**src/rtl/sipo_pkg.sv**
```systemverilog
// Shared types for the framed SIPO receiver: FSM states, direction codes and
// the per-cycle control bundle handed to the shift core.
package sipo_pkg;
  typedef enum logic {IDLE, SHIFT} state_t;

  localparam logic DIR_MSB = 1'b1;
  localparam logic DIR_LSB = 1'b0;

  typedef struct packed {
    logic clr;
    logic en;
    logic dir;
    logic bit_in;
  } shift_ctl_t;
endpackage

```
**src/rtl/sipo_shift_core.sv**
```systemverilog
// WIDTH-bit shift register with clear-and-shift, shift-enable and direction.
// sr_nxt exposes the post-shift value so the controller can capture a word on its final bit.
module sipo_shift_core
  import sipo_pkg::*;
#(
  parameter int WIDTH = 8
) (
  input  logic             clk,
  input  logic             rst,
  input  shift_ctl_t       ctl,
  output logic [WIDTH-1:0] sr_nxt
);
  logic [WIDTH-1:0] sr;
  logic [WIDTH-1:0] base;

  always_comb begin
    base   = ctl.clr ? '0 : sr;
    sr_nxt = base;
    if (ctl.en) begin
      if (ctl.dir == DIR_MSB) sr_nxt = {base[WIDTH-2:0], ctl.bit_in};
      else                    sr_nxt = {ctl.bit_in, base[WIDTH-1:1]};
    end
  end

  always_ff @(posedge clk) begin
    if (rst)                   sr <= '0;
    else if (ctl.en | ctl.clr) sr <= sr_nxt;
  end
endmodule

```
**src/rtl/sipo_frame_ctrl.sv**
```systemverilog
// Framed serial receiver: frame-start detection, bit counting, direction latch,
// holding register with valid/ready handshake, abort pulse and sticky overrun.
module sipo_frame_ctrl
  import sipo_pkg::*;
#(
  parameter int WIDTH = 8,
  parameter int CNT_W = $clog2(WIDTH + 1)
) (
  input  logic             clk,
  input  logic             rst,
  input  logic             ser_in,
  input  logic             ser_valid,
  input  logic             frame_start,
  input  logic             msb_first,
  input  logic             clr_overrun,
  output logic [WIDTH-1:0] word_out,
  output logic             word_valid,
  input  logic             word_ready,
  output logic             busy,
  output logic [CNT_W-1:0] bit_cnt,
  output logic             frame_abort,
  output logic             overrun
);
  state_t           state, state_nxt;
  logic             dir_q;
  logic             start;
  logic             complete;
  logic             load;
  logic             drop;
  shift_ctl_t       ctl;
  logic [WIDTH-1:0] sr_nxt;

  // A frame_start always wins, including over the bit that would complete a word.
  assign start    = ser_valid & frame_start;
  assign complete = (state == SHIFT) & ser_valid & ~frame_start &
                    (bit_cnt == CNT_W'(WIDTH - 1));
  assign load     = complete & (~word_valid | word_ready);
  assign drop     = complete & word_valid & ~word_ready;
  assign busy     = (state == SHIFT);

  always_comb begin
    ctl.clr    = start;
    ctl.en     = (state == SHIFT) ? ser_valid : start;
    ctl.dir    = start ? msb_first : dir_q;
    ctl.bit_in = ser_in;
  end

  sipo_shift_core #(.WIDTH(WIDTH)) u_core (
    .clk    (clk),
    .rst    (rst),
    .ctl    (ctl),
    .sr_nxt (sr_nxt)
  );

  always_ff @(posedge clk) begin
    if (rst) state <= IDLE;
    else     state <= state_nxt;
  end

  always_comb begin
    state_nxt = state;
    case (state)
      IDLE:    if (start)    state_nxt = SHIFT;
      SHIFT:   if (complete) state_nxt = IDLE;
      default: state_nxt = IDLE;
    endcase
  end

  always_ff @(posedge clk) begin
    if (rst) begin
      bit_cnt     <= '0;
      dir_q       <= DIR_MSB;
      frame_abort <= 1'b0;
    end else begin
      frame_abort <= (state == SHIFT) & start;
      if (start) begin
        bit_cnt <= CNT_W'(1);
        dir_q   <= msb_first;
      end else if (complete) begin
        bit_cnt <= '0;
      end else if ((state == SHIFT) & ser_valid) begin
        bit_cnt <= bit_cnt + CNT_W'(1);
      end
    end
  end

  // Holding register: a completing word replaces the held one only if it is being consumed.
  always_ff @(posedge clk) begin
    if (rst) begin
      word_out   <= '0;
      word_valid <= 1'b0;
      overrun    <= 1'b0;
    end else begin
      if (load) begin
        word_out   <= sr_nxt;
        word_valid <= 1'b1;
      end else if (word_valid & word_ready) begin
        word_valid <= 1'b0;
      end
      if (drop)             overrun <= 1'b1;
      else if (clr_overrun) overrun <= 1'b0;
    end
  end
endmodule

```
**config.mk**
```make
export PLATFORM = sky130hd
export DESIGN_NAME = sipo_frame_ctrl
export DESIGN_NICKNAME = d
export VERILOG_FILES = /design/src/rtl/sipo_pkg.sv /design/src/rtl/sipo_shift_core.sv /design/src/rtl/sipo_frame_ctrl.sv
export SDC_FILE = /design/constraint.sdc
export NUM_CORES = 1
export LEC_CHECK = 0
export BUFFER_PORTS_ARGS = -buffer_cell sky130_fd_sc_hd__buf_2
export CORE_AREA = 3 3 50 61
export CTS_CLUSTER_SIZE = 24
export DETAILED_ROUTE_END_ITERATION = 10
export DIE_AREA = 0 0 53 64
export HOLD_SLACK_MARGIN = 0.03
export MAX_ROUTING_LAYER = met4
export PLACE_DENSITY = 0.63
export SLEW_MARGIN = 20
export SYNTH_ARGS = -nofsm -noshare
export SYNTH_HDL_FRONTEND = slang
export SYNTH_SLANG_ARGS = --single-unit
```
**constraint.sdc**
```tcl
create_clock -name clk -period 2.5 [get_ports clk]
set_clock_uncertainty 0.05 [all_clocks]
set_input_delay 0.125 -clock clk [delete_from_list [all_inputs] [get_ports clk]]
set_output_delay 0.125 -clock clk [all_outputs]
set_load 0.01 [all_outputs]
```
==> flow_summary.yaml, run 1 <==
clock_network:
  ctsRootBufferMaster: "clkbuf_4"
  clock_sink_count: 25
  worst_skew_pair.late_latency_ns: 0.31
  worst_setup_hold_path_clk_slew_ns: 0.13
  postCtsResizedCells: 0
  inserted_clock_buffers: 3
  h-tree-depth: 1
  cts_tree: "done"
  cts.hold.buffers_added: 2
  cts_setup_buffers: 0
  clockBufferDepth: 2
hold_path:
  hold_class: "input port to flop"
sta:
  report.final.setup_viol: 0
  period_share: 0.759
  final_setup_slack_of_the_worst_path_ns: 0.604
  timing.fmax_ghz: 0.527
  setup-tns-final_ns: 0
  final_period_minus_worst_setup_slack_ns: 1.90
  final_max_slew_viol_count: 0
  relSlewSlack: 0.652
  tightestPinTransition_ns: 0.518
  grt_setup_unrepaired: "false"
  timing_hold_violations_final: 0
route:
  firstDrtPassIters: 4
  drc: 0
  drt-wirelength-per-cell_um: 14.3
  postRouteAntennaNets: 0
  route.final.wire_length_um: 2390
  detail_route.vias_per_cell: 5.63
  detailroute.via_count: 940
  drt_iter0_markers: 32
setup_path:
  critPathMaxFanout: 13
  setup.worst_path.start_class: "flop"
  crit_arrival_ns: 2.11
  worst_ep_required_time_ns: 2.71
  worstSetupEndpointType: "flop"
  timing_worst_setup_path_type: "flop to flop"
synthesis:
  proportion_of_synthesized_flip_flops_having_asynchronous_set_or_reset: 0
  synth_seq_area_share: 0.450
  synth_largest_area_cell: "dfxtp_1"
  synth_enable_flop_cells: 0
  number_of_distinct_library_cell_variants_in_the_gate_level_netlist_after_synthesis: 37
  postSynthRegisterBits: 25
  syn-instance-count: 115
  yosys.area.top_type_share: 0.450
  synthesis.area_sq_um: 1110
  synth-warning-count: 0
  synthMostInstantiatedCell: "dfxtp_1"
  syn-num-nets: 124
  dominant_synthesized_flop_cell: "dfxtp_1"
  synth_commonest_cells: "25 x dfxtp_1, 8 x a31oi_1, 7 x nor2_1"
  yosys-top-cells-area: "dfxtp_1 45%, mux2_2 6.1%, a31oi_1 4.5%"
  synthesis.area_per_instance_sq_um: 9.67
place:
  gp_congestion: 0.791
  placement.io_buffers: 23
  detailed_place_hpwl_um: 1720
  dp_slack_ns: 0.838
power:
  total_leakage_power_uw: 0.000496
  ir_worst_vdd_uv: 243
  power.density_cell_area_nw_per_um2: 507
layout:
  final-seq-area_sq_um: 500
  drive_above_1_share: 0.306
  antenna-diode-count: 0
  finish.net_count: 144
  n_fill_cell: 243
  post-route-util: 0.500
  area_growth_pct: 13.7
  area_of_the_multi_input_gates_sq_um: 558
die:
  core_area_sq_um: 2530
  die-area_sq_um: 3390
  floorplan.io_pins: 24
  die_y_um: 64
  initial_cell_density_of_the_core: 0.440
  die_w_um: 53
  placement_rows: 20
grt:
  first_global_vias: 895
  grt_max_degree: 26
  grt.overflow.total: 0
  grt_use_total: 0.157
  initial_antenna_violation_count: 0
  wire_length_of_the_first_global_routing_pass_um: 4000
flow_run:
  cap_viol_max_count: 0
run_status:
  status: "finished clean"
## cell type report
cell class,count,share of cell area
multi-input cells,79,0.441
inverters,1,0.00297
repair buffers,25,0.107
flip-flops and latches,25,0.396
clock buffers,4,0.0208
well taps,33,0.0326
## per-stage QoR
step	instances	hold slack (ns)	total power, uW	area [sq um]
after floorplan	115	0.147	460	1110
after global placement	161	0.343	474	1220
after detailed placement	161	0.357	475	1220
after CTS	167	0.0901	649	1260
after global routing	167	0.0920	682	1260
final	167	0.100	641	1260
## logic make-up after synthesis
logic type	after synthesis	synth area share
buffers and inverters	11	0.0484
multiplexers	6	0.0607
flip-flops	25	0.450
AO/OA/AOI/OAI	39	0.246
adder cells (fa/ha/maj)	1	0.0112
AND/OR/NAND/NOR	33	0.183
## power by group
part / leakage [uW] / total [uW] / internal [uW] / switching [uW]
clock: 0.0000150 / 173 / 62.2 / 110
sequential: 0.000202 / 414 / 405 / 8.55
combinational: 0.000279 / 54.8 / 23.6 / 31.2
## state kept, by name, indices dropped and copies added, names as in the netlist
signal	cells
bit_cnt	4
busy	1
dir_q	1
frame_abort	1
overrun	1
u_core.sr	8
word_out	8
word_valid	1
## layout by cell type, fill, tap and decap left out, drive strengths merged, types with 3 or more instances in the layout
| cell type | instances |
|---|---|
| o21ai | 4 |
| buf | 23 |
| a311oi | 4 |
| dfxtp | 25 |
| or3 | 3 |
| nand2b | 3 |
| nor2 | 7 |
| clkbuf | 4 |
| mux2 | 6 |
| a21oi | 6 |
| and2 | 3 |
| nand2 | 5 |
| a31oi | 8 |
| a22oi | 6 |
| a211oi | 6 |
## per-layer routing
layer	global-route usage	wire length, um	vias up
met5	-	0	-
li1	-	-	471
met2	0.244	1180	28
met3	0.0280	124	5
met1	0.201	1050	436
met4	0.0575	29	0
## path summary, 6_finish.rpt
path / from / endpoint / slack, ns / depth (start not counted)
worst max-delay path: bit_cnt[0] / overrun / 0.60 / 5
worst min-delay path: ser_valid / u_core.sr[7] / 0.10 / 2
worst max register to register: bit_cnt[0] / overrun / 0.60 / 5
worst min register to register: bit_cnt[1] / bit_cnt[1] / 0.47 / 2
## critical path: stages (launching register included)
cell and delay [ns]:
dfxtp_1 0.41, ha_1 0.20, and4bb_2 0.39, nand4b_1 0.12
a21oi_1 0.13, dlygate4sd3_1 0.55
(Power assumes the default switching activity.)
==> run 2, diff against run 1 <==
Settings changed: ABC_AREA set to 1, CORE_AREA 3 3 50 61 to 3 3 50 62, DIE_AREA 0 0 53 64 to 0 0 53 65, PLACE_DENSITY 0.63 to 0.66.
Clock period 2.5 ns to 1.7 ns, I/O delays scaled along.
==> flow_summary.yaml, run 2 <==
setup_path:
  worstReg2RegStart: "bit_cnt[0]"
  worstSetupEndpointType: "flop"
  worstSetupStartpoint: "bit_cnt[0]"
  crit_arrival_ns: 1.63
  setup.worst_path.start_class: "flop"
  timing_worst_setup_path_type: "flop to flop"
  worst-r2r-cell-count: 7
  regToRegSetupSlack_ns: 0.28
  critPathMaxFanout: 9
  worst_ep_required_time_ns: 1.91
  worstReg2RegEnd: "word_out[1]"
  worst_setup_path_endpoint: "word_out[1]"
synthesis:
  postSynthRegisterBits: 25
  syn-num-nets: 171
  number_of_distinct_library_cell_variants_in_the_gate_level_netlist_after_synthesis: 24
  yosys-top-cells-area: "dfxtp_1 44%, nand2_1 15%, inv_1 9.2%"
  yosys.area.top_type_share: 0.440
  synth_seq_area_share: 0.440
  synthesis.area_sq_um: 1140
  synth-warning-count: 0
  synth_commonest_cells: "45 x nand2_1, 28 x inv_1, 25 x dfxtp_1, 14 x nor2_1, 12 x o21ai_0"
  synth_largest_area_cell: "dfxtp_1"
  syn-instance-count: 162
  synthMostInstantiatedCell: "nand2_1"
  proportion_of_synthesized_flip_flops_having_asynchronous_set_or_reset: 0
  dominant_synthesized_flop_cell: "dfxtp_1"
  synthesis.area_per_instance_sq_um: 7.03
  synth_enable_flop_cells: 0
place:
  detailed_place_hpwl_um: 1800
  dp_slack_ns: 0.307
  gp_congestion: 0.902
  placement.io_buffers: 23
sta:
  tightestPinTransition_ns: 0.422
  final_period_minus_worst_setup_slack_ns: 1.42
  final_setup_slack_of_the_worst_path_ns: 0.278
  timing_hold_violations_final: 0
  timing.fmax_ghz: 0.703
  grt_setup_unrepaired: "false"
  final_max_slew_viol_count: 0
  report.final.setup_viol: 0
  period_share: 0.837
  setup-tns-final_ns: 0
  relSlewSlack: 0.719
grt:
  first_global_vias: 957
  grt.overflow.total: 0
  wire_length_of_the_first_global_routing_pass_um: 3880
  grt_use_total: 0.153
  initial_antenna_violation_count: 0
  grt_max_degree: 16
clock_network:
  clockBufferDepth: 2
  worst_skew_pair.late_latency_ns: 0.32
  inserted_clock_buffers: 3
  worst_setup_hold_path_clk_slew_ns: 0.14
  ctsRootBufferMaster: "clkbuf_4"
  clock_sink_count: 25
  cts_tree: "done"
  cts_setup_buffers: 0
  postCtsResizedCells: 0
  h-tree-depth: 1
route:
  detail_route.vias_per_cell: 4.68
  route.final.wire_length_um: 2300
  detailroute.via_count: 1040
  drt-wirelength-per-cell_um: 10.4
  postRouteAntennaNets: 0
  firstDrtPassIters: 4
  drt_iter0_markers: 20
  drc: 0
layout:
  layout_top_registers: "u_core.sr (8), word_out (8), bit_cnt (4)"
  final-seq-area_sq_um: 500
  area_of_the_multi_input_gates_sq_um: 508
  drive_above_1_share: 0.190
  n_fill_cell: 269
  final_common_cell: "nand2_1"
  finish.net_count: 199
  area_growth_pct: 17.1
  final_cell_mix: "45 x nand2_1, 28 x inv_1, 25 x dfxtp_1"
  antenna-diode-count: 0
power:
  power.density_cell_area_nw_per_um2: 717
  ir_worst_vdd_uv: 512
  total_leakage_power_uw: 0.000637
die:
  core_area_sq_um: 2530
  floorplan.io_pins: 24
  die_w_um: 53
  die_y_um: 65
  placement_rows: 20
  initial_cell_density_of_the_core: 0.450
  die-area_sq_um: 3450
flow_run:
  cap_viol_max_count: 0
run_status:
  status: "finished clean"
hold_path:
  hold_class: "input port to flop"
[run 2: cell types whose count changed after synthesis, sizes merged, moves of 6 or more]
cell | previous run | this run
inv | 1 | 29
nor2 | 7 | 15
nand2 | 5 | 49
o21ai | 4 | 12
a31oi | 8 | 1
mux2 | 6 | 0
a21oi | 6 | 12
nand3 | 1 | 9
a22oi | 6 | 0
[run 2: stage by stage]
stage | util | area [sq um] | hold WS, ns | std cells | power [uW]
after floorplan | - | 1140 | 0.0974 | 162 | 671
after global placement | 0.509 | 1290 | 0.288 | 216 | 701
after detailed placement | 0.509 | 1290 | 0.300 | 216 | 703
after CTS | 0.528 | 1330 | 0.0443 | 222 | 969
after global routing | 0.528 | 1330 | 0.0639 | 222 | 992
final | 0.528 | 1330 | 0.0402 | 222 | 956
[run 2: worst min path at each step]
stage	endpoint	start	depth (start not counted)	slack, ns
6_report	dir_q	msb_first	3	0.04
5_1_grt	dir_q	msb_first	3	0.06
4_1_cts	u_core.sr[6]	rst	2	0.04
3_5_place_dp	overrun	clr_overrun	4	0.30
3_3_place_gp	overrun	clr_overrun	4	0.29
2_1_floorplan	word_out[1]	rst	1	0.1
[run 2: cells by family after synthesis]
| logic type | count (synthesis) | share of synthesized area |
|---|---|---|
| simple gates | 75 | 0.299 |
| buf+inv | 33 | 0.114 |
| flops | 25 | 0.440 |
| xor+xnor | 2 | 0.0154 |
| fa+ha+maj | 1 | 0.0110 |
| compound gates | 26 | 0.121 |
[run 2: cell type report]
cell class / instances / area share
clock inverters: 1 / 0.00375
flip-flops and latches: 25 / 0.375
clock buffers: 3 / 0.0169
inverters: 31 / 0.0910
well taps: 33 / 0.0310
multi-input cells: 104 / 0.381
repair buffers: 25 / 0.101
[run 2: power by group]
| part | internal [uW] | total [uW] | leakage, uW | switching [uW] |
|---|---|---|---|---|
| sequential | 596 | 608 | 0.000202 | 12.1 |
| combinational | 30.4 | 84.4 | 0.000417 | 54.0 |
| clock | 88.2 | 264 | 0.0000177 | 175 |
| total | 715 | 956 | 0.000637 | 241 |
[run 2: routing by layer]
metal	wire length, um	vias to the layer above	track usage
met5	0	-	-
met4	54	0	0.0703
met3	111	6	0.0230
met2	1160	27	0.262
met1	975	458	0.169
li1	-	549	-
[run 2: critical path, cell delays in order, from the launching register on]
cell and delay [ns]:
dfxtp_1 0.41, ha_1 0.16, inv_1 0.05, nor2_1 0.22
nand3_4 0.19, clkinv_4 0.12, nand2_1 0.06, a21oi_2 0.10
[run 2: what timing repair did]
action                                 CTS  global route
hold buffers                             2             0
endpoints found under the hold margin    1             0
setup endpoints to repair                0             0
==> run 3, diff against run 2 <==
Clock period 1.7 ns to 1.17 ns, I/O delays scaled along.
==> flow_summary.yaml, run 3 (synthesis results as in run 2) <==
run_status:
  status: "finished with violations"
  violations: "setup timing"
die:
  core_area_sq_um: 2530
  die-area_sq_um: 3450
  placement_rows: 20
  die_y_um: 65
  die_w_um: 53
  floorplan.io_pins: 24
  initial_cell_density_of_the_core: 0.450
setup_path:
  worst_path_max_delay_cell: "dfxtp_2"
  crit_arrival_ns: 1.46
  worstSetupEndpointType: "flop"
  setup.worst_path.start_class: "flop"
  worst_path_cell_trace: "ha_1 -> inv_2 -> nor2_4 -> nand3_4 -> clkinv_4 -> nand2_1 -> a21oi_2"
  critPathMaxFanout: 8
  timing_worst_setup_path_type: "flop to flop"
  worstReg2RegStart: "bit_cnt[0]"
  worstReg2RegEnd: "word_out[1]"
  critPathMaxStageDelay_ns: 0.35
  worst-r2r-cell-count: 7
  regToRegSetupSlack_ns: -0.06
  worst_ep_required_time_ns: 1.40
sta:
  relSlewSlack: 0.801
  final_setup_slack_of_the_worst_path_ns: -0.0635
  tightestPinTransition_ns: 0.296
  final_period_minus_worst_setup_slack_ns: 1.23
  report.final.setup_viol: 13
  timing_hold_violations_final: 0
  grt_setup_unrepaired: "true"
  timing.fmax_ghz: 0.811
  final_max_slew_viol_count: 0
  hold_ws_ns: 0.0391
  period_share: 1.05
power:
  ir_worst_vdd_uv: 652
  part_of_the_total_power_dissipated_in_combinational_logic: 0.119
  power.density_cell_area_nw_per_um2: 981
  power.clock.fraction: 0.270
  total_leakage_power_uw: 0.000687
  internal_power_uw: 1070
  power.net_switching_uw: 363
  share_seq_of_total_power: 0.610
  swShare: 0.253
clock_network:
  cts_tree: "done"
  clock_sink_count: 25
  worst_setup_hold_path_clk_slew_ns: 0.13
  ctsRootBufferMaster: "clkbuf_4"
  inserted_clock_buffers: 3
  clockBufferDepth: 2
  worst_skew_pair.late_latency_ns: 0.33
  h-tree-depth: 1
grt:
  grt_use_total: 0.182
  initial_antenna_violation_count: 0
  first_global_vias: 1092
  grt.overflow.total: 0
  grt_max_degree: 16
  wire_length_of_the_first_global_routing_pass_um: 4590
route:
  postRouteAntennaNets: 0
  firstDrtPassIters: 4
  drt_iter0_markers: 11
  detailroute.via_count: 1103
  detail_route.vias_per_cell: 4.75
  drt-wirelength-per-cell_um: 11.3
  drc: 0
  route.final.wire_length_um: 2620
layout:
  drive_above_1_share: 0.281
  final_common_cell: "nand2_1"
  finish.net_count: 209
  layout_top_registers: "u_core.sr (8), word_out (8), bit_cnt (4)"
  antenna-diode-count: 0
  area_growth_pct: 28.6
  stdcell_count: 232
  final_cell_mix: "43 x nand2_1, 26 x inv_1, 22 x dfxtp_1, 22 x buf_2, 13 x nor2_1"
  post-route-util: 0.579
  n_fill_cell: 266
hold_path:
  whs_endpoint: "word_out[1]"
  hold_depth: 3
  hp-start: "rst"
  hold_class: "input port to flop"
place:
  place.detailed.instances: 224
  placement.io_buffers: 23
  gp_congestion: 0.844
  detailed_place_hpwl_um: 1950
flow_run:
  cap_viol_max_count: 0
## run 3: changes by cell type in the layout (fill, tap and decap cells not counted), moves of 3 or more
cell     previous run  this run
a21oi_1            11         8
a21oi_2             1         4
buf_4               0         7
dfxtp_1            25        22
dfxtp_2             0         3
o21ai_0            12         9
o21ai_1             0         3
## run 3: worst max-delay path: cells and delay by family (launching register included)
family | cells | cell delay [ns]
DFF | 1 | 0.35
and+or+nand+nor | 3 | 0.36
adders and majority gates | 1 | 0.15
buffers and inverters | 2 | 0.17
AOI/OAI and AO/OA | 1 | 0.10
## run 3: how the worst max path moves through the flow
stage               cells after the start          end       start  slack [ns]
floorplan                               6  word_out[1]        busy       0.009
CTS                                     7      overrun  bit_cnt[0]       -0.04
finish                                  7  word_out[1]  bit_cnt[0]       -0.06
global route                            6   bit_cnt[0]  bit_cnt[0]       -0.16
detailed placement                      7  word_out[6]  bit_cnt[0]       -0.07
global placement                        7  word_out[1]  bit_cnt[0]       -0.05
## run 3: final cells by class
cell class	count	area (sq um)	share of cell area
inverters	31	121	0.0829
repair buffers	34	224	0.153
clock buffers	4	26.3	0.0179
well taps	33	41.3	0.0282
flip-flops and latches	25	504	0.344
multi-input cells	105	547	0.374
## run 3: timing repair
action,CTS,global route
hold buffers,3,0
gates cloned,1,0
setup buffers,1,0
endpoints found under the hold margin,2,0
pin swaps,4,0
endpoints found under the setup margin,13,21
gates resized for setup,5,9
## run 3: power by group through the flow
stage               clock (uW)  sequential, uW  combinational (uW)
floorplan                    0             899                76.6
global placement             0             895                 153
detailed placement           0             895                 155
CTS                        398             877                 169
global route               421             878                 195
finish                     388             877                 171
## run 3: layer usage
layer / share of wire / global-route usage
met1: 0.43 / 0.202
met2: 0.50 / 0.318
met3: 0.042 / 0.0207
met4: 0.019 / 0.0799
met5: 0 / -
## run 3: through the flow
| stage | cell area (sq um) | setup WS [ns] | TNS [ns] | power, uW |
|---|---|---|---|---|
| floorplan | 1140 | 0.00901 | 0 | 976 |
| global placement | 1360 | -0.0484 | -0.231 | 1050 |
| detailed placement | 1360 | -0.0712 | -0.542 | 1050 |
| CTS | 1450 | -0.0411 | -0.268 | 1440 |
| global route | 1460 | -0.158 | -1.78 | 1490 |
| finish | 1460 | -0.0635 | -0.324 | 1440 |
